### src/rtl/ifu_fetch.sv
// Instruction fetch unit: sequential word fetches on a valid/ready bus, with in-order
// responses buffered in a small FIFO and handed to execute as {pc, ir} packets.
module ifu_fetch #(
   parameter logic [31:0] RESET_PC   = 32'h0000_0000,
   parameter int unsigned FIFO_DEPTH = 2
) (
   input  logic        clk,
   input  logic        rst_n,
   output logic        o_fch_req_vld,
   input  logic        i_fch_req_rdy,
   output logic [31:0] o_fch_req_addr,
   input  logic        i_fch_rsp_vld,
   input  logic [31:0] i_fch_rsp_data,
   input  logic        i_redir_vld,
   input  logic [31:0] i_redir_pc,
   output logic        o_iexec_req_vld,
   input  logic        i_iexec_req_rdy,
   output logic [31:0] o_iexec_req_pc,
   output logic [31:0] o_iexec_req_ir
);
   localparam int unsigned CNT_W = $clog2(FIFO_DEPTH + 1);
   localparam int unsigned SUM_W = CNT_W + 1;
   localparam int unsigned PTR_W = (FIFO_DEPTH > 1) ? $clog2(FIFO_DEPTH) : 1;

   typedef enum logic {ST_BOOT, ST_RUN} state_t;
   typedef struct packed {
      logic [31:0] pc;
      logic [31:0] ir;
   } pkt_t;

   state_t           r_state, w_state_nxt;
   logic [31:0]      r_fetch_pc, r_rsp_pc;
   logic [CNT_W-1:0] r_inflight, r_drop, r_cnt;
   logic [PTR_W-1:0] r_wr_ptr, r_rd_ptr;
   pkt_t             r_mem [FIFO_DEPTH];
   logic             w_req_hsk, w_push, w_pop;
   logic [SUM_W-1:0] w_used;
   logic [31:0]      w_redir_pc;

   function automatic logic [PTR_W-1:0] ptr_inc(input logic [PTR_W-1:0] p);
      return (p == PTR_W'(FIFO_DEPTH - 1)) ? '0 : p + PTR_W'(1);
   endfunction

   assign o_fch_req_addr  = r_fetch_pc;
   assign o_iexec_req_vld = (r_cnt != '0);
   assign o_iexec_req_pc  = r_mem[r_rd_ptr].pc;
   assign o_iexec_req_ir  = r_mem[r_rd_ptr].ir;

   assign w_redir_pc = {i_redir_pc[31:2], 2'b00};
   assign w_pop      = o_iexec_req_vld && i_iexec_req_rdy;
   assign w_req_hsk  = o_fch_req_vld && i_fch_req_rdy;
   assign w_push     = i_fch_rsp_vld && (r_drop == '0) && !i_redir_vld;
   // A slot freed by this cycle's pop counts as credit, so a 1-cycle bus streams.
   assign w_used     = SUM_W'(r_inflight) + SUM_W'(r_cnt) - SUM_W'(w_pop);

   always_ff @(posedge clk or negedge rst_n) begin
      if (!rst_n) r_state <= ST_BOOT;
      else        r_state <= w_state_nxt;
   end

   always_comb begin
      w_state_nxt   = r_state;
      o_fch_req_vld = 1'b0;
      case (r_state)
         ST_BOOT: w_state_nxt = ST_RUN;
         ST_RUN:  o_fch_req_vld = !i_redir_vld && (w_used < SUM_W'(FIFO_DEPTH));
      endcase
   end

   // Fetch/response PCs, outstanding and stale counters, instruction buffer.
   always_ff @(posedge clk or negedge rst_n) begin
      if (!rst_n) begin
         r_fetch_pc <= RESET_PC;
         r_rsp_pc   <= RESET_PC;
         r_inflight <= '0;
         r_drop     <= '0;
         r_cnt      <= '0;
         r_wr_ptr   <= '0;
         r_rd_ptr   <= '0;
         for (int unsigned i = 0; i < FIFO_DEPTH; i++) r_mem[i] <= '0;
      end else begin
         r_inflight <= r_inflight + CNT_W'(w_req_hsk) - CNT_W'(i_fch_rsp_vld);
         if (i_redir_vld) begin
            // Everything still outstanding after this cycle is stale.
            r_drop     <= r_inflight - CNT_W'(i_fch_rsp_vld);
            r_fetch_pc <= w_redir_pc;
            r_rsp_pc   <= w_redir_pc;
            r_cnt      <= '0;
            r_wr_ptr   <= '0;
            r_rd_ptr   <= '0;
         end else begin
            if (w_req_hsk) r_fetch_pc <= r_fetch_pc + 32'd4;
            if (i_fch_rsp_vld && (r_drop != '0)) r_drop <= r_drop - CNT_W'(1);
            if (w_push) begin
               r_mem[r_wr_ptr] <= '{pc: r_rsp_pc, ir: i_fch_rsp_data};
               r_wr_ptr        <= ptr_inc(r_wr_ptr);
               r_rsp_pc        <= r_rsp_pc + 32'd4;
            end
            if (w_pop) r_rd_ptr <= ptr_inc(r_rd_ptr);
            r_cnt <= r_cnt + CNT_W'(w_push) - CNT_W'(w_pop);
         end
      end
   end

   // A response must always pair with an outstanding request.
   a_rsp_has_req: assert property (@(posedge clk) disable iff (!rst_n)
      i_fch_rsp_vld |-> (r_inflight != '0));

endmodule

### config.mk
export PLATFORM = sky130hd
export DESIGN_NAME = ifu_fetch
export DESIGN_NICKNAME = d
export VERILOG_FILES = /design/src/rtl/ifu_fetch.sv
export SDC_FILE = /design/constraint.sdc
export NUM_CORES = 1
export LEC_CHECK = 0
export ABC_CLOCK_PERIOD_IN_PS = 5330
export CAP_MARGIN = 0
export CORE_MARGIN = 2
export CORE_UTILIZATION = 45
export DETAILED_ROUTE_END_ITERATION = 8
export PLACE_DENSITY = 0.76
export SYNTH_ARGS = -nofsm -noshare
export SYNTH_HDL_FRONTEND = slang
export SYNTH_SLANG_ARGS = --single-unit
### constraint.sdc
create_clock -name clk -period 5.33 [get_ports clk]
set_clock_uncertainty 0.15 [all_clocks]
set_input_delay 0.533 -clock clk [delete_from_list [all_inputs] [get_ports clk]]
set_output_delay 0.533 -clock clk [all_outputs]
set_load 0.01 [all_outputs]
======== Yosys cells after proc, flatten, opt, wreduce, memory -nomap -nowiden ========
Index checks and enable logic that the tools add are counted.
storage, ports and cells
  logic and storage cells ................. 67
  output and inout port bits .............. 98
  bits of input ports ..................... 70
  bits in registers ....................... 201
operators by class
  $add $sub $neg .......................... 12
  multiplexer cells ....................... 20
  $lt $le $gt $ge ......................... 4
  reduce and logical (&&, ||, !) cells .... 16
  bitwise operators ....................... 3
operator list
  operator                 number
  $mux W64                 4
  $bwmux W128              1
  $mux W32                 4
  $add A32 B3 Y32 const B  2
  $demux W64 S1            1
  $reduce_bool A2 Y1       6
  $logic_and A1 B1 Y1      7
  $mux W1                  7
  $mux W2                  3
  $sub A2 B1 Y2            3
  $add A2 B1 Y2            2
  $ge A2 B2 Y1 const B     2
  $not A1 Y2               2
  $add A2 B2 Y3            1
  $lt A3 B2 Y1 const B     1
  $sub A3 B1 Y3            1
  $add A1 B1 Y1 const B    2
  $logic_not A2 Y1         1
  $lt A2 B1 Y1 const B     1
  $reduce_and A2 Y1        1
  $sub A2 B1 Y2 const B    1
  $logic_not A1 Y1         1
  $not A1 Y1               1

======== Longest topological paths before layout ========
Gate-level depths: netlist of the first run.
  depth after elaboration ................. 9
  depth in mapped cells ................... 14
  depth with buffers taken out ............ 12

======== Worst setup path after synthesis of the first run ========
No wires, ideal clock.
  path kind ............................... input-to-reg
  start ................................... input port i_iexec_req_rdy
  end ..................................... register r_inflight[1]
  setup slack ............................. 2328 ps
  data required time ...................... 5057 ps
  path buffers ............................ 2
  setup time .............................. 123 ps
  data arrival time ....................... 2729 ps
  stages .................................. 14
  cell sequence ........................... nand2_1 -> nor2_1 -> o21ai_0 -> fa_1 -> nand4b_1 -> nor2_1 -> clkinv_1 -> clkbuf_1 -> buf_2 -> ha_1 -> inv_1 -> ha_1 -> xnor2_1 -> xnor2_1
on the way
  cells in the longest elaborated chain, start to end .. 8
RTL lines
  item                  RTL line  source
  start, declared       17        input logic i_iexec_req_rdy,
  $logic_and A1 B1 Y1   50        assign w_pop = o_iexec_req_vld && i_iexec_req_rdy;
  $sub A3 B1 Y3         54        assign w_used = SUM_W'(r_inflight) + SUM_W'(r_cnt) - SUM_W'(w_pop);
  $lt A3 B2 Y1          66        ST_RUN: o_fch_req_vld = !i_redir_vld && (w_used < SUM_W'(FIFO_DEPTH));
  $logic_and A1 B1 Y1   66
  $mux W1               64        case (r_state)
  $logic_and A1 B1 Y1   51        assign w_req_hsk = o_fch_req_vld && i_fch_req_rdy;
  $add A2 B1 Y2         82        r_inflight <= r_inflight + CNT_W'(w_req_hsk) - CNT_W'(i_fch_rsp_vld);
  $sub A2 B1 Y2         82
  end signal, assigned  82
  end, declared         33        logic [CNT_W-1:0] r_inflight, r_drop, r_cnt;
No other way between the ends.
A chain may end at the register's enable or synchronous reset.

======== Final worst setup path of the first run ========
Ends and elaborated chain as after synthesis.

==> flow_summary.ini, run 1 <==
[worst_setup_path]
cp_top_family = buffers and inverters
cpPeakStageDelay_ps = 520
cp_num_buf_inv = 4
crit_end = r_inflight[1]
cp-end-kind = flop
crit_cells = 14
reg2reg_setup_slack_ps = 1740
arrival_ps = 3920
rr_endpoint = r_inflight[1]
path_cells = clkdlybuf4s50_1 -> nand2_1 -> nor2_1 -> o21ai_0 -> fa_1 -> nand4b_1 -> nor2_1 -> buf_4 -> clkinv_1 -> ha_1 -> inv_1 -> ha_1 -> xnor2_1 -> xnor2_1
ff2ff_path_depth = 12
worstPathMaxFanout = 20
critPathRequiredTime_ps = 5540
reg2reg_from = r_inflight[1]
start_kind = input port
cp-startpoint = i_iexec_req_rdy
cp_slowest_cell = fa_1
crit_type = in2reg

[synthesis]
dominantRegCellSynth = dfrtp_1
synth-seq-cells = 193
synth_area_um2 = 9200
seq_area_frac_synth_pct = 52.5
synthXorXnorAreaFrac_pct = 4.00
synthSimpleGateAreaFrac_pct = 10.8
synth_area_per_cell_um2 = 12.3
synth-adder-area-share_pct = 1.44
synth_top_family_by_area = multiplexers
postSynth.asyncResetShare_pct = 100
postSynthCellCount = 749
synth_edf_count = 0
synth_compound_area_share_pct = 5.55
synthMuxAreaShare_pct = 23.1
yosysWarnings = 0
ys_types = 55

[finish]
fin_nets = 982
instances_no_fill = 1185
antenna_cells = 0
drive_gt1_share_pct = 24.7
area_delta_synth_final_pct = 27.4

[timing]
final_max_slew_viol_count = 0
fin_crit_sh_pct = 69.7
min_period_ps = 3720
setup_violations = 0
tns_ps = 0
grt_setup_unrepaired = no
max_freq_ghz = 0.269
relSlewSlack_pct = 32.1
tightest_slew_ps = 1020
final_hold_viol_count = 0

[global_route]
grt_pass1_wl_um = 34700
grt_pass1_vias = 6494
grtUsageTotal_pct = 20.2
grt_overflow = 0
grt_max_degree = 126
antenna_found_initial = 0

[place]
dpl.hpwl_um = 14200
place_inst = 1153
routabilityCongestion = 0.884
place.port_buffers = 161

[clock_network]
cts_resized = 0
cts-root-buf = clkbuf_16
cts_buffer_depth = 2
path_clk_slew_ps = 70
postCtsSetupBuffers = 0
cts_buffers = 17
cts_tree = done
ctsHoldBuffers = 0
clock_latency_ps = 430
htreeDepth = 4
clock_sinks = 193

[floorplan]
core_area_um2 = 20200
die_h_um = 147
start_util_pct = 45.6
fp-row-count = 52
die_area_um2 = 21600
ios = 168
dieWidth_um = 147

[drt]
wl_per_cell_um = 17.9
first_pass_iters = 5
drt-total-wl_um = 21200
vias = 6442
via_per_inst = 5.44
drtAntennaViolNets = 0
drtIter0Drc = 338
drc = 0

[run_status]
status = finished, final reports clean

[pwr]
max-vdd-ir-drop_mv = 0.325
power_density_nw_per_um2 = 495
p_leak_nw = 4.98

[run]
cap_violations = 0

[min_path]
hold_class = in2async
[worst min-delay path by stage]
| stage | endpoint | slack [ps] | cells after the start |
|---|---|---|---|
| after floorplan | o_fch_req_addr[10] | 90 | 0 |
| after global placement | r_mem[37] | 310 | 2 |
| after detailed placement | r_mem[91] | 330 | 1 |
| after CTS | r_mem[30] | 160 | 1 |
| after global routing | r_mem[30] | 200 | 1 |
| final | r_mem[30] | 110 | 1 |
[final cells by class]
class | instances | area (um2)
Sequential cell | 193 | 4830
Multi-Input combinational cell | 508 | 4160
Inverter | 13 | 48.8
Tap cell | 270 | 338
Clock inverter | 14 | 248
Timing Repair Buffer | 169 | 1670
Fill cell | 1648 | 8450
Clock buffer | 18 | 429
[cells in the mapped netlist (3+ instances only)]
| master | number | share of area [%] |
|---|---|---|
| o311ai_1 | 4 | 0.38 |
| nor2_1 | 23 | 0.94 |
| a31oi_1 | 4 | 0.27 |
| o21ai_0 | 22 | 1.2 |
| nand4_1 | 22 | 1.5 |
| mux2_2 | 170 | 21 |
| nand2_1 | 55 | 2.2 |
| or3_1 | 3 | 0.20 |
| nor3_1 | 5 | 0.27 |
| clkbuf_1 | 16 | 0.65 |
| dfrtp_1 | 193 | 52 |
| nand2b_1 | 4 | 0.27 |
| and2_1 | 5 | 0.34 |
| ha_1 | 9 | 1.2 |
| a21oi_1 | 7 | 0.38 |
| nand3_1 | 33 | 1.8 |
| nor4_1 | 3 | 0.20 |
| a21boi_1 | 3 | 0.24 |
| or4_1 | 4 | 0.33 |
| mux2_1 | 17 | 2.1 |
| o211ai_1 | 14 | 1.1 |
| and3_1 | 7 | 0.48 |
| inv_1 | 11 | 0.45 |
| nor4_4 | 3 | 0.69 |
| xnor2_1 | 15 | 1.4 |
| buf_4 | 6 | 0.49 |
| buf_2 | 15 | 0.82 |
| xor2_1 | 27 | 2.6 |
| o21ai_1 | 14 | 0.76 |
[sequential cells by signal (all words and copies together), names as in the netlist]
signal,cells
o_fch_req_addr,30
r_cnt,2
r_drop,2
r_inflight,2
r_mem,124
r_rd_ptr,1
r_rsp_pc,30
r_state,1
r_wr_ptr,1
[cell families after synthesis]
group / after synthesis
simple gates: 181
compound gates: 81
buf+inv: 51
flops: 193
mux: 189
other cells: 2
fa+ha+maj: 10
xor+xnor: 42
[metal layers]
metal / wire, um / global-route usage, %
met2: 9760 / 31.7
met1: 10100 / 29.0
met4: 262 / 5.14
met5: 0 / 0
met3: 1160 / 3.88
[report_power, final]
part | internal [mW] | switching (mW)
Sequential | 1.93 | 0.284
Combinational | 1.29 | 0.841
Clock | 0.891 | 0.573
Total | 4.11 | 1.70
[placed cells by master, fill, tap and decap left out, drive strengths merged, types with 6 or more instances in the layout]
cell type,instances
xor2,27
o211ai,14
dfrtp,193
nand2,56
clkdlybuf4s50,159
nor2,23
nand4,24
clkbuf,19
mux2,187
xnor2,15
a21oi,7
nor4,7
bufinv,6
o311ai,6
ha,9
nand3,35
buf,9
and3,7
o21ai,36
inv,17
[worst register-to-register path, cell delays in order (launching register included)]
cell and delay (ps):
dfrtp_1 400, inv_1 70, ha_1 320, fa_1 560
nand4b_1 120, nor2_1 100, buf_4 250, clkinv_1 520
ha_1 510, inv_1 40, ha_1 170, xnor2_1 170
xnor2_1 130
[through the flow]
stage | worst slack [ps] | hold WS (ps) | util, % | cell area [um2] | power [mW]
3_5_place_dp | 1110 | 325 | 54.8 | 11000 | 4.38
3_3_place_gp | 1230 | 306 | 54.8 | 11000 | 4.32
5_1_grt | 1340 | 198 | 58.1 | 11700 | 6.14
6_report | 1610 | 115 | 58.1 | 11700 | 5.81
2_1_floorplan | 2330 | 87.4 | - | 9210 | 3.38
4_1_cts | 1580 | 161 | 58.1 | 11700 | 5.87
Note: power is estimated with default switching activity, not from simulation.
==> inputs of run 2 (changes only) <==
- ABC_CLOCK_PERIOD_IN_PS: 5330 -> 3610
- clock period: 5.33 -> 3.61 ns (I/O delays scaled with it)
==> run 2 against run 1 <==
  * First-iteration DRC count increased by 12%
  * Register-to-register slack lost 1100 ps
  * Largest cell class unchanged
  * Utilization hardly changed
  * Global-route usage decreased by 0.23 points
  * Non-clock buffer count grew 6
  * Combinational power is 47% higher
  * Sequential power rose by 49%
  * Count of clock-buffer cells in the layout grew 2
  * Critical endpoint is now o_fch_req_vld
  * Sequential share of layout area hardly changed
  * Via count about the same
  * Critical path depth shrank 8
  * Flip-flop and latch count is the same
==> flow_summary.ini, run 2 (synthesis gave the netlist of run 1 again) <==
[run_status]
status = finished, final reports clean

[drt]
drtAntennaViolNets = 0
vias = 6439
drt-total-wl_um = 21000
drc = 0
first_pass_iters = 4
via_per_inst = 5.41
drtIter0Drc = 377
wl_per_cell_um = 17.7

[timing]
min_period_ps = 3150
tightest_slew_ps = 783
tns_ps = 0
relSlewSlack_pct = 47.8
holdWs_ps = 322
grt_setup_unrepaired = no
max_freq_ghz = 0.317
fin_crit_sh_pct = 87.3
final_max_slew_viol_count = 0
setup_violations = 0
final_hold_viol_count = 0

[global_route]
grt_overflow = 0
grtUsageTotal_pct = 19.9
grt_max_degree = 94
antenna_found_initial = 0
grt_pass1_wl_um = 34400
grt_pass1_vias = 6471

[min_path]
hold_class = in2reg
min_to = o_fch_req_addr[4]
min_path_cells = 3
worstHoldStart = i_redir_vld

[worst_setup_path]
worstPathMaxFanout = 3
crit_type = reg2out
reg2reg_from = r_inflight[1]
rr_endpoint = o_fch_req_addr[22]
start_kind = flop
critPathRequiredTime_ps = 3100
cp-end-kind = output port
arrival_ps = 2640
reg2reg_setup_slack_ps = 600
ff2ff_path_depth = 9

[pwr]
max-vdd-ir-drop_mv = 0.363
p_leak_nw = 4.96
power_density_nw_per_um2 = 706
finalPower_mw = 8.27

[clock_network]
cts_resized = 0
clock_latency_ps = 430
postCtsSetupBuffers = 0
cts_buffers = 17
ctsHoldBuffers = 1
cts_tree = done
path_clk_slew_ps = 70
clock_sinks = 193
cts_buffer_depth = 2
htreeDepth = 4
cts-root-buf = clkbuf_16

[finish]
area_delta_synth_final_pct = 27.3
largest_reg_flops = 124
layout_common_cells = dfrtp_1, mux2_2, clkdlybuf4s50_1
instances_no_fill = 1191
fin_nets = 988
drive_gt1_share_pct = 25.0
mostFrequentLayoutCell = dfrtp_1
antenna_cells = 0
max_flop_register = r_mem

[place]
routabilityCongestion = 0.884
dpl.hpwl_um = 14400
place.port_buffers = 161
place_inst = 1158

[floorplan]
die_h_um = 147
start_util_pct = 45.6
ios = 168
core_area_um2 = 20200
fp-row-count = 52
die_area_um2 = 21600
dieWidth_um = 147

[run]
cap_violations = 0
run 2: cell count changes in the layout (fill, tap and decap cells not counted), sizes merged:
cell         previous run  this run
buf                     9        14
bufinv                  6         1
clkbuf                 19        21
clkinv                  3         2
clkinvlp                1         5
dlygate4sd3             0         1
run 2: layout make-up:
type | count | area, um2
timing repair buffer | 175 | 1770
clock buffer | 20 | 447
fill | 1664 | 8460
multi-input combinational | 508 | 4160
sequential | 193 | 4830
inverter | 13 | 48.8
clock inverter | 12 | 123
tap | 270 | 338
run 2: worst max-delay path, stage by stage (launching register included):
cell and delay, ps:
dfrtp_1 420, inv_1 60, ha_1 320, fa_1 450
xnor2_1 170, nor3_1 220, clkdlybuf4s50_1 570
run 2: how the worst max path moves through the flow:
stage | startpoint | to | depth (start not counted)
5_1_grt | r_inflight[1] | o_fch_req_vld | 6
3_3_place_gp | i_iexec_req_rdy | o_fch_req_addr[5] | 11
2_1_floorplan | r_inflight[1] | r_inflight[1] | 13
6_report | r_inflight[1] | o_fch_req_vld | 6
4_1_cts | r_inflight[1] | o_fch_req_vld | 6
3_5_place_dp | i_iexec_req_rdy | o_fch_req_addr[22] | 11
run 2: power by group:
group          internal [mW]  leakage [nW]  switching (mW)  total [mW]
Sequential              2.85          2.41           0.447        3.30
Combinational           1.93          2.28            1.21        3.14
Clock                  0.985         0.262           0.848        1.83
Total                   5.76          4.96            2.51        8.27
run 2: stage by stage:
step	utilization, %	cell area, um2	setup WS (ps)
floorplan	-	9210	674
global placement	55.2	11100	363
detailed placement	55.2	11100	238
CTS	58.1	11700	434
global route	58.1	11700	371
finish	58.1	11700	459
run 2: metal layers:
layer	part of all wire, %	vias to the layer above	track usage [%]
met4	1.7	0	5.91
met3	6.3	28	4.13
met2	44	203	30.4
met5	0	-	0
li1	-	3007	-
met1	48	3201	29.0
==> inputs of run 3 (changes only) <==
- CAP_MARGIN: 0 -> 20
- CORE_MARGIN: 2 -> 8
- SLEW_MARGIN: default -> 20
==> run 3 against run 2 <==
  * Final area fell by 0.32%
  * Critical path type unchanged
  * Hold slack lost 300 ps
  * Via count up 1.1%
  * Global-route usage is 2.3 points lower
  * Non-clock buffer count shrank 4
  * Cell count is 0.34% lower
  * Largest power group unchanged
  * Worst setup slack got worse by 18 ps
  * Maximum frequency shrank 0.56%
  * Highest routed layer unchanged
  * Sequential power about the same
==> flow_summary.ini, run 3 (synthesis gave the netlist of run 1 again) <==
[finish]
mostFrequentLayoutCell = dfrtp_1
fillers = 1666
finish.utilization_pct = 57.9
fin_nets = 984
antenna_cells = 0
layout_common_cells = dfrtp_1, mux2_2, clkdlybuf4s50_1
drive_gt1_share_pct = 24.9
instances_no_fill = 1187
area_delta_synth_final_pct = 26.9
max_flop_register = r_mem
largest_reg_flops = 124

[pwr]
p_comb_share_pct = 38.1
power_frac_clock_pct = 21.9
swShare_pct = 31.0
p_switching_mw = 2.55
intPower_mw = 5.69
power_density_nw_per_um2 = 705
power_frac_seq_pct = 40.0
finalPower_mw = 8.24
max-vdd-ir-drop_mv = 0.374
p_leak_nw = 4.94

[worst_setup_path]
arrival_ps = 2660
reg2reg_from = r_inflight[1]
critPathRequiredTime_ps = 3100
crit_type = reg2out
start_kind = flop
cp-end-kind = output port
cp-startpoint = r_inflight[1]
worstPathMaxFanout = 3

[run_status]
status = finished, final reports clean

[drt]
drtAntennaViolNets = 0
drc = 0
first_pass_iters = 5
via_per_inst = 5.49
drtIter0Drc = 408
drt-total-wl_um = 21900
wl_per_cell_um = 18.4
vias = 6512

[floorplan]
start_util_pct = 45.6
dieWidth_um = 159
fp-row-count = 52
die_h_um = 159
ios = 168
die_area_um2 = 25300
core_area_um2 = 20200

[timing]
setup_violations = 0
final_max_slew_viol_count = 0
grt_setup_unrepaired = no
min_period_ps = 3170
holdWs_ps = 17.2
max_freq_ghz = 0.316
tightest_slew_ps = 789
final_hold_viol_count = 0
tns_ps = 0
fin_crit_sh_pct = 87.8
relSlewSlack_pct = 47.4

[clock_network]
clock_sinks = 193
postCtsSetupBuffers = 0
path_clk_slew_ps = 80
cts_buffers = 17
clock_latency_ps = 430
cts-root-buf = clkbuf_16
cts_buffer_depth = 2
cts_tree = done
htreeDepth = 4

[run]
cap_violations = 0

[place]
routabilityCongestion = 0.868
place.port_buffers = 161
place_inst = 1154
dpl.hpwl_um = 15100

[global_route]
antenna_found_initial = 0
grt_pass1_wl_um = 36600
grtUsageTotal_pct = 17.6
grt_max_degree = 96
grt_pass1_vias = 6744
grt_overflow = 0

[min_path]
hold_class = in2reg
worstHoldStart = i_redir_vld
## run 3: final cells by class
type                       count  area, um2  share of cell area, %
sequential                   193       4830                   41.4
timing repair buffer         171       1740                   14.9
inverter                      13       48.8                  0.418
clock inverter                14        123                   1.05
tap                          270        338                   2.89
clock buffer                  18        439                   3.76
multi-input combinational    508       4160                   35.6
## run 3: power by group through the flow
stage               Sequential [mW]  Clock [mW]  Combinational (mW)
global route                   3.40        1.94                3.41
CTS                            3.30        1.86                3.19
finish                         3.30        1.81                3.14
floorplan                      3.19           0                1.80
global placement               3.30           0                3.13
detailed placement             3.34           0                3.17
## run 3: timing repair
item,4_1_cts,5_1_grt
hold endpoints to repair,92,0
hold buffers,1,0
gates resized for setup,0,0
## run 3: worst max-delay path, stage by stage, from the launching register on
cell             delay [ps]
dfrtp_1                 430
inv_1                    60
ha_1                    310
fa_1                    440
xnor2_1                 180
nor3_1                  220
clkdlybuf4s50_1         580
## run 3: metal layers
| metal | wire, um | track usage, % | vias to the layer above | part of all wire, % |
|---|---|---|---|---|
| li1 | - | - | 3013 | - |
| met1 | 10400 | 24.2 | 3281 | 48 |
| met2 | 9970 | 27.4 | 205 | 46 |
| met3 | 1360 | 5.07 | 13 | 6.2 |
| met4 | 108 | 3.30 | 0 | 0.49 |
| met5 | 0 | 0 | - | 0 |
## run 3: path summary, 6_finish.rpt
path | end | depth (start not counted) | slack [ps]
max reg2reg | o_fch_req_addr[5] | 9 | 540
max | o_fch_req_vld | 6 | 440
min in group asynchronous | r_mem[42] | 2 | 470
min reg2reg | r_mem[69] | 1 | 330
max in group asynchronous | r_mem[100] | 3 | 2000
min | r_cnt[1] | 2 | 20
## run 3: metrics by stage
step | instance area (um2) | setup slack [ps]
detailed placement | 11100 | 204
global route | 11700 | 261
global placement | 11100 | 340
CTS | 11700 | 435
floorplan | 9210 | 674
finish | 11700 | 441
==> patch 1 (flow settings as in run 2) <==
`FIFO_DEPTH`: 2 -> 4.
--- a/src/rtl/ifu_fetch.sv
+++ b/src/rtl/ifu_fetch.sv
@@ -2,7 +2,7 @@
 // responses buffered in a small FIFO and handed to execute as {pc, ir} packets.
 module ifu_fetch #(
    parameter logic [31:0] RESET_PC   = 32'h0000_0000,
-   parameter int unsigned FIFO_DEPTH = 2
+   parameter int unsigned FIFO_DEPTH = 4
 ) (
    input  logic        clk,
    input  logic        rst_n,
Function: changed (a bounded check fails within 4 cycles, from zero or initial values and one cycle with rst_n low).
==> patch 1 against run 2 <==
  * Routed wire length up 65%
  * Non-clock buffer count up 23
  * Synthesized area is 65% higher
  * Cell area increased by 60%
  * Power grew 55%
  * Worst setup slack got worse by 0.36 ns
  * Sequential cell count rose by 129
  * Via count up 52%
  * Fmax fell by 10%
  * Critical path type is now reg -> reg
  * Highest routed layer unchanged
==> patch 1: results (changes against run 2) <==
| Metric | Value |
|---|---|
| Status | `completed (unchanged)` |
| Portion of total power attributed to combinational logic | `31.7% (was 38.0%)` |
| Min Tclk post-route | `3.51 ns (was 3.15 ns)` |
| First-pass GRT wire length | `56,400 um (was 34,400 um)` |
| Via count of the first global-routing pass | `10,400 (was 6,471)` |
| Minimum setup slack among reg-to-reg paths | `0.1 ns (was 0.60 ns)` |
| Worst stage delay on the critical path | `0.44 ns (was 0.57 ns)` |
| Sequential cell area fraction in the yosys report | `53.1% (was 52.5%)` |
| Largest fanout on the critical path | `4 (was 3)` |
| Final hold slack | `0.302 ns (was 0.322 ns)` |
| Xor and xnor area share after synthesis | `2.54% (was 4.00%)` |
| Average vias per placed instance | `5.62 (was 5.41)` |
| Routing usage on met3 | `3.57% (was 4.13%)` |
| Routed wl met3 | `2130 um (was 1330 um)` |
| Leakage power | `8.39 nW (was 4.96 nW)` |
| Cell with the biggest individual delay on the critical path | `or4_4 (was clkdlybuf4s50_1)` |
| NumNets Final | `1,357 (was 988)` |
| Half-perimeter wire length after placement | `23,400 um (was 14,400 um)` |
| Worst r2r dst | `r_inflight[2]$_DFF_PN0_ (was o_fch_req_addr[22]$_DFFE_PN0P_)` |
| Number of antenna violations at the first check in global routing | `1 (was 0)` |
| Kind of critical path | `reg -> reg (was reg -> out)` |
| Share of synthesized area spent on multiplexers | `28.3% (was 23.1%)` |
| Cts bufs inserted | `36 (was 17)` |
| Routing usage on met1 | `28.2% (was 29.0%)` |
| Pin count of the biggest net entering global routing | `81 (was 94)` |
| Slew @ Worst Pin | `0.756 ns (was 0.783 ns)` |
| Per-cell routed wire length | `20.0 um (was 17.7 um)` |
| Routed length on met2 | `16,400 um (was 9340 um)` |
| Root Driver | `clkbuf_16 (unchanged)` |
| Peak supply drop | `0.391 mV (was 0.363 mV)` |
| Overall via count from detail_route | `9,763 (was 6,439)` |
| H-tree depth | `2 (was 4)` |
| Reported clock group power | `3.74 mW (was 1.83 mW)` |
| Worst-Skew Late Latency | `0.51 ns (was 0.43 ns)` |
| Leading cell types by count after synthesis | `322 x dfrtp_1, 256 x mux2_2, 62 x mux4_2 (was 193 x dfrtp_1, 170 x mux2_2, 55 x nand2_1)` |
| Arrival time of the worst setup path | `3.75 ns (was 2.64 ns)` |
| Sum of routed wire segments on met1 | `15,700 um (was 10,000 um)` |
| # resized after CTS | `3 (was 0)` |
| Cell types occupying the most area after synthesis | `dfrtp_1 53%, mux2_2 19%, mux4_2 9.2%, xnor2_1 1.8%, ha_1 1.6% (was dfrtp_1 52%, mux2_2 21%, xor2_1 2.6%, nand2_1 2.2%, mux2_1 2.1%)` |
| Adder-cell area share of the yosys netlist | `1.91% (was 1.44%)` |
| Post-synthesis compound-gate area fraction | `4.52% (was 5.55%)` |
| Switching pwr | `3.65 mW (was 2.51 mW)` |
| Startpoint of the worst register-to-register path | `r_cnt[1]$_DFF_PN0_ (was r_inflight[1]$_DFF_PN0_)` |
| Cells after synthesis | `1,097 (was 749)` |
| Top Family by Delay on Critical Path | `simple AND/OR/NAND/NOR gates (was adder cells)` |
[patch 1: kinds of logic (layout without fill, tap and decap cells)]
family,after synthesis,in the layout
flip-flops,322,322
multiplexers,319,319
AND/OR/NAND/NOR,192,192
buffers and inverters,104,294
AO/OA/AOI/OAI,92,92
XOR/XNOR,44,44
adder cells (fa/ha/maj),22,22
other,2,5
[patch 1: stage by stage]
stage | util, % | area [um2] | power, mW
floorplan | - | 15200 | 7.26
global placement | 52.5 | 17500 | 9.01
detailed placement | 52.5 | 17500 | 9.16
CTS | 56.2 | 18700 | 13.0
global route | 56.3 | 18800 | 13.5
finish | 56.3 | 18800 | 12.8
[patch 1: final cells by class]
class,count,area (um2)
well taps,448,561
flip-flops and latches,322,8060
repair buffers,198,2050
multi-input cells,674,6760
clock buffers,52,1040
fillers,2689,14600
inverters,33,124
clock inverters,11,175
==> patch 2 (config.mk and constraints of run 2) <==
Without the edit above. Make the reset (`rst_n`) synchronous in 2 clocked blocks.
--- a/src/rtl/ifu_fetch.sv
+++ b/src/rtl/ifu_fetch.sv
@@ -53,7 +53,7 @@
    // A slot freed by this cycle's pop counts as credit, so a 1-cycle bus streams.
    assign w_used     = SUM_W'(r_inflight) + SUM_W'(r_cnt) - SUM_W'(w_pop);
 
-   always_ff @(posedge clk or negedge rst_n) begin
+   always_ff @(posedge clk) begin
       if (!rst_n) r_state <= ST_BOOT;
       else        r_state <= w_state_nxt;
    end
@@ -68,7 +68,7 @@
    end
 
    // Fetch/response PCs, outstanding and stale counters, instruction buffer.
-   always_ff @(posedge clk or negedge rst_n) begin
+   always_ff @(posedge clk) begin
       if (!rst_n) begin
          r_fetch_pc <= RESET_PC;
          r_rsp_pc   <= RESET_PC;
Behaviour: differs if rst_n is asserted again (counterexample within 4 cycles, from zero or initial values and one cycle with rst_n low); with rst_n held inactive, the same outputs for 4 cycles.
==> patch 2 against run 2 <==
  * Cell area is 0.60% lower
  * Sequential cell count grew 1
  * Sequential share of layout area increased by 2.8 points
  * Synthesized area decreased by 0.54%
  * Worst setup slack worse by 0.056 ns
  * Routed wire length shrank 0.66%
  * Largest cell class unchanged
  * Count of clock-buffer cells in the layout up 1
  * Non-clock buffer count shrank 1
  * Register-to-register slack better by 0.09 ns
  * Global-route usage is 0.57 points lower
Power is not compared: it rests on default switching activity, and its combinational part moved more than twofold at a synthesized area within 25%.
==> patch 2: results (changes against run 2) <==
| Metric | Value |
|---|---|
| Number of antenna violations at the first check in global routing | `1 (was 0)` |
| Worst slew margin relative to its limit | `45.9% (was 47.8%)` |
| Routing usage on met1 | `26.9% (was 29.0%)` |
| Status | `completed (unchanged)` |
| Overall via count from detail_route | `6,649 (was 6,439)` |
| Half-perimeter wire length after placement | `13,400 um (was 14,400 um)` |
| Post-synthesis compound-gate area fraction | `7.59% (was 5.55%)` |
| Capture endpoint of the worst hold path | `r_rd_ptr$_SDFFE_PP0P_ (was o_fch_req_addr[4]$_DFFE_PN0P_)` |
| Main synth FF type | `edfxtp_1 (was dfrtp_1)` |
| Post-synth EDFFs | `124 (was 0)` |
| Largest fanout on the critical path | `5 (was 3)` |
| Via count of the first global-routing pass | `6,196 (was 6,471)` |
| Share of synthesized area spent on multiplexers | `7.86% (was 23.1%)` |
| Number of flip-flops under the largest register name | `124 (unchanged)` |
| Pin count of the biggest net entering global routing | `76 (was 94)` |
| I/O Buffers | `161 (unchanged)` |
| Kind of critical path | `in -> out (was reg -> out)` |
| # fillers | `1,667 (was 1,664)` |
| Worst r2r dst | `o_fch_req_addr[21]$_SDFFE_PN0P_ (was o_fch_req_addr[22]$_DFFE_PN0P_)` |
| Arrival time of the worst setup path | `2.70 ns (was 2.64 ns)` |
| Ys async rst share | `0% (was 100%)` |
| Hold/Removal Path Class | `reg -> reg (was in -> reg)` |
| Adder-cell area share of the yosys netlist | `1.31% (was 1.44%)` |
| Layout cell share with drive strength beyond 1 | `11.9% (was 25.0%)` |
| Gr usage total | `19.4% (was 19.9%)` |
| Count of different cell masters after synthesis | `54 (was 55)` |
| Most flops, register | `r_mem (unchanged)` |
| Routing usage on met3 | `3.91% (was 4.13%)` |
| Clock Tree Buf Depth | `2 (unchanged)` |
| Root Driver | `clkbuf_16 (unchanged)` |
| GR met2 Demand/Resource | `30.2% (was 30.4%)` |
| First-pass GRT wire length | `32,800 um (was 34,400 um)` |
| R2R depth | `8 (was 9)` |
| Xor and xnor area share after synthesis | `4.69% (was 4.00%)` |
| Leading cell types by count after synthesis | `129 x and2_1, 124 x edfxtp_1, 70 x dfxtp_1 (was 193 x dfrtp_1, 170 x mux2_2, 55 x nand2_1)` |
| Final hold slack | `0.360 ns (was 0.322 ns)` |
| GP Congestion | `0.872 (was 0.884)` |
| Cell types occupying the most area after synthesis | `edfxtp_1 41%, dfxtp_1 15%, and2_1 8.8%, mux2_2 7.8%, xnor2_1 3.2% (was dfrtp_1 52%, mux2_2 21%, xor2_1 2.6%, nand2_1 2.2%, mux2_1 2.1%)` |
| Per-cell routed wire length | `16.8 um (was 17.7 um)` |
| Minimum setup slack among reg-to-reg paths | `0.69 ns (was 0.60 ns)` |
| Startpoint of the worst register-to-register path | `r_inflight[1]$_SDFF_PN0_ (was r_inflight[1]$_DFF_PN0_)` |
| Hold-critical path depth | `2 (was 3)` |
| NumNets Final | `1,041 (was 988)` |
| Startpoint of the most critical hold path | `r_rd_ptr$_SDFFE_PP0P_ (was i_redir_vld)` |
| Sequential cell area fraction in the yosys report | `56.0% (was 52.5%)` |
| First-iteration detailed-routing DRC count | `324 (was 377)` |
patch 2: worst max-delay path, cell delays in order:
cell and delay [ns]:
clkdlybuf4s50_1 0.54, nand2_1 0.07, nor2_1 0.16, o21ai_0 0.14
fa_1 0.39, xnor2_1 0.21, nor3b_1 0.24, clkdlybuf4s50_1 0.58
patch 2: per-layer routing:
metal  vias to the layer above  wire length, um  share of wire, %
met4                         2              379               1.8
met3                        31             1580               7.5
met5                         -               13             0.062
li1                       3213                -                 -
met1                      3157             9300                44
met2                       246             9630                46
patch 2: worst max path at each step:
stage / startpoint / end / slack (ns) / cells past startpoint
floorplan: r_drop[0]$_SDFFE_PN0P_ / r_mem[1][0]$_SDFFCE_PN0P_ / 0.17 / 5
global placement: i_iexec_req_rdy / o_fch_req_addr[21]$_SDFFE_PN0P_ / 0.26 / 10
detailed placement: i_iexec_req_rdy / o_fch_req_addr[21]$_SDFFE_PN0P_ / 0.18 / 10
CTS: i_iexec_req_rdy / o_fch_req_vld / 0.37 / 8
global route: i_iexec_req_rdy / o_fch_req_vld / 0.18 / 8
finish: i_iexec_req_rdy / o_fch_req_vld / 0.40 / 8
patch 2: per-stage QoR:
stage	utilization [%]	setup slack, ns	instance area, um2	instances
CTS	57.9	0.371	11600	1244
global placement	55.0	0.261	11100	1213
global route	57.9	0.176	11600	1244
finish	57.9	0.404	11600	1244
floorplan	-	0.171	9180	820
detailed placement	55.0	0.181	11100	1213
patch 2: cell type report:
type	count	area share, %
tap	270	2.90
sequential	194	44.0
inverter	16	0.516
clock inverter	10	1.17
timing repair buffer	174	15.0
multi-input combinational	559	32.6
clock buffer	21	3.78
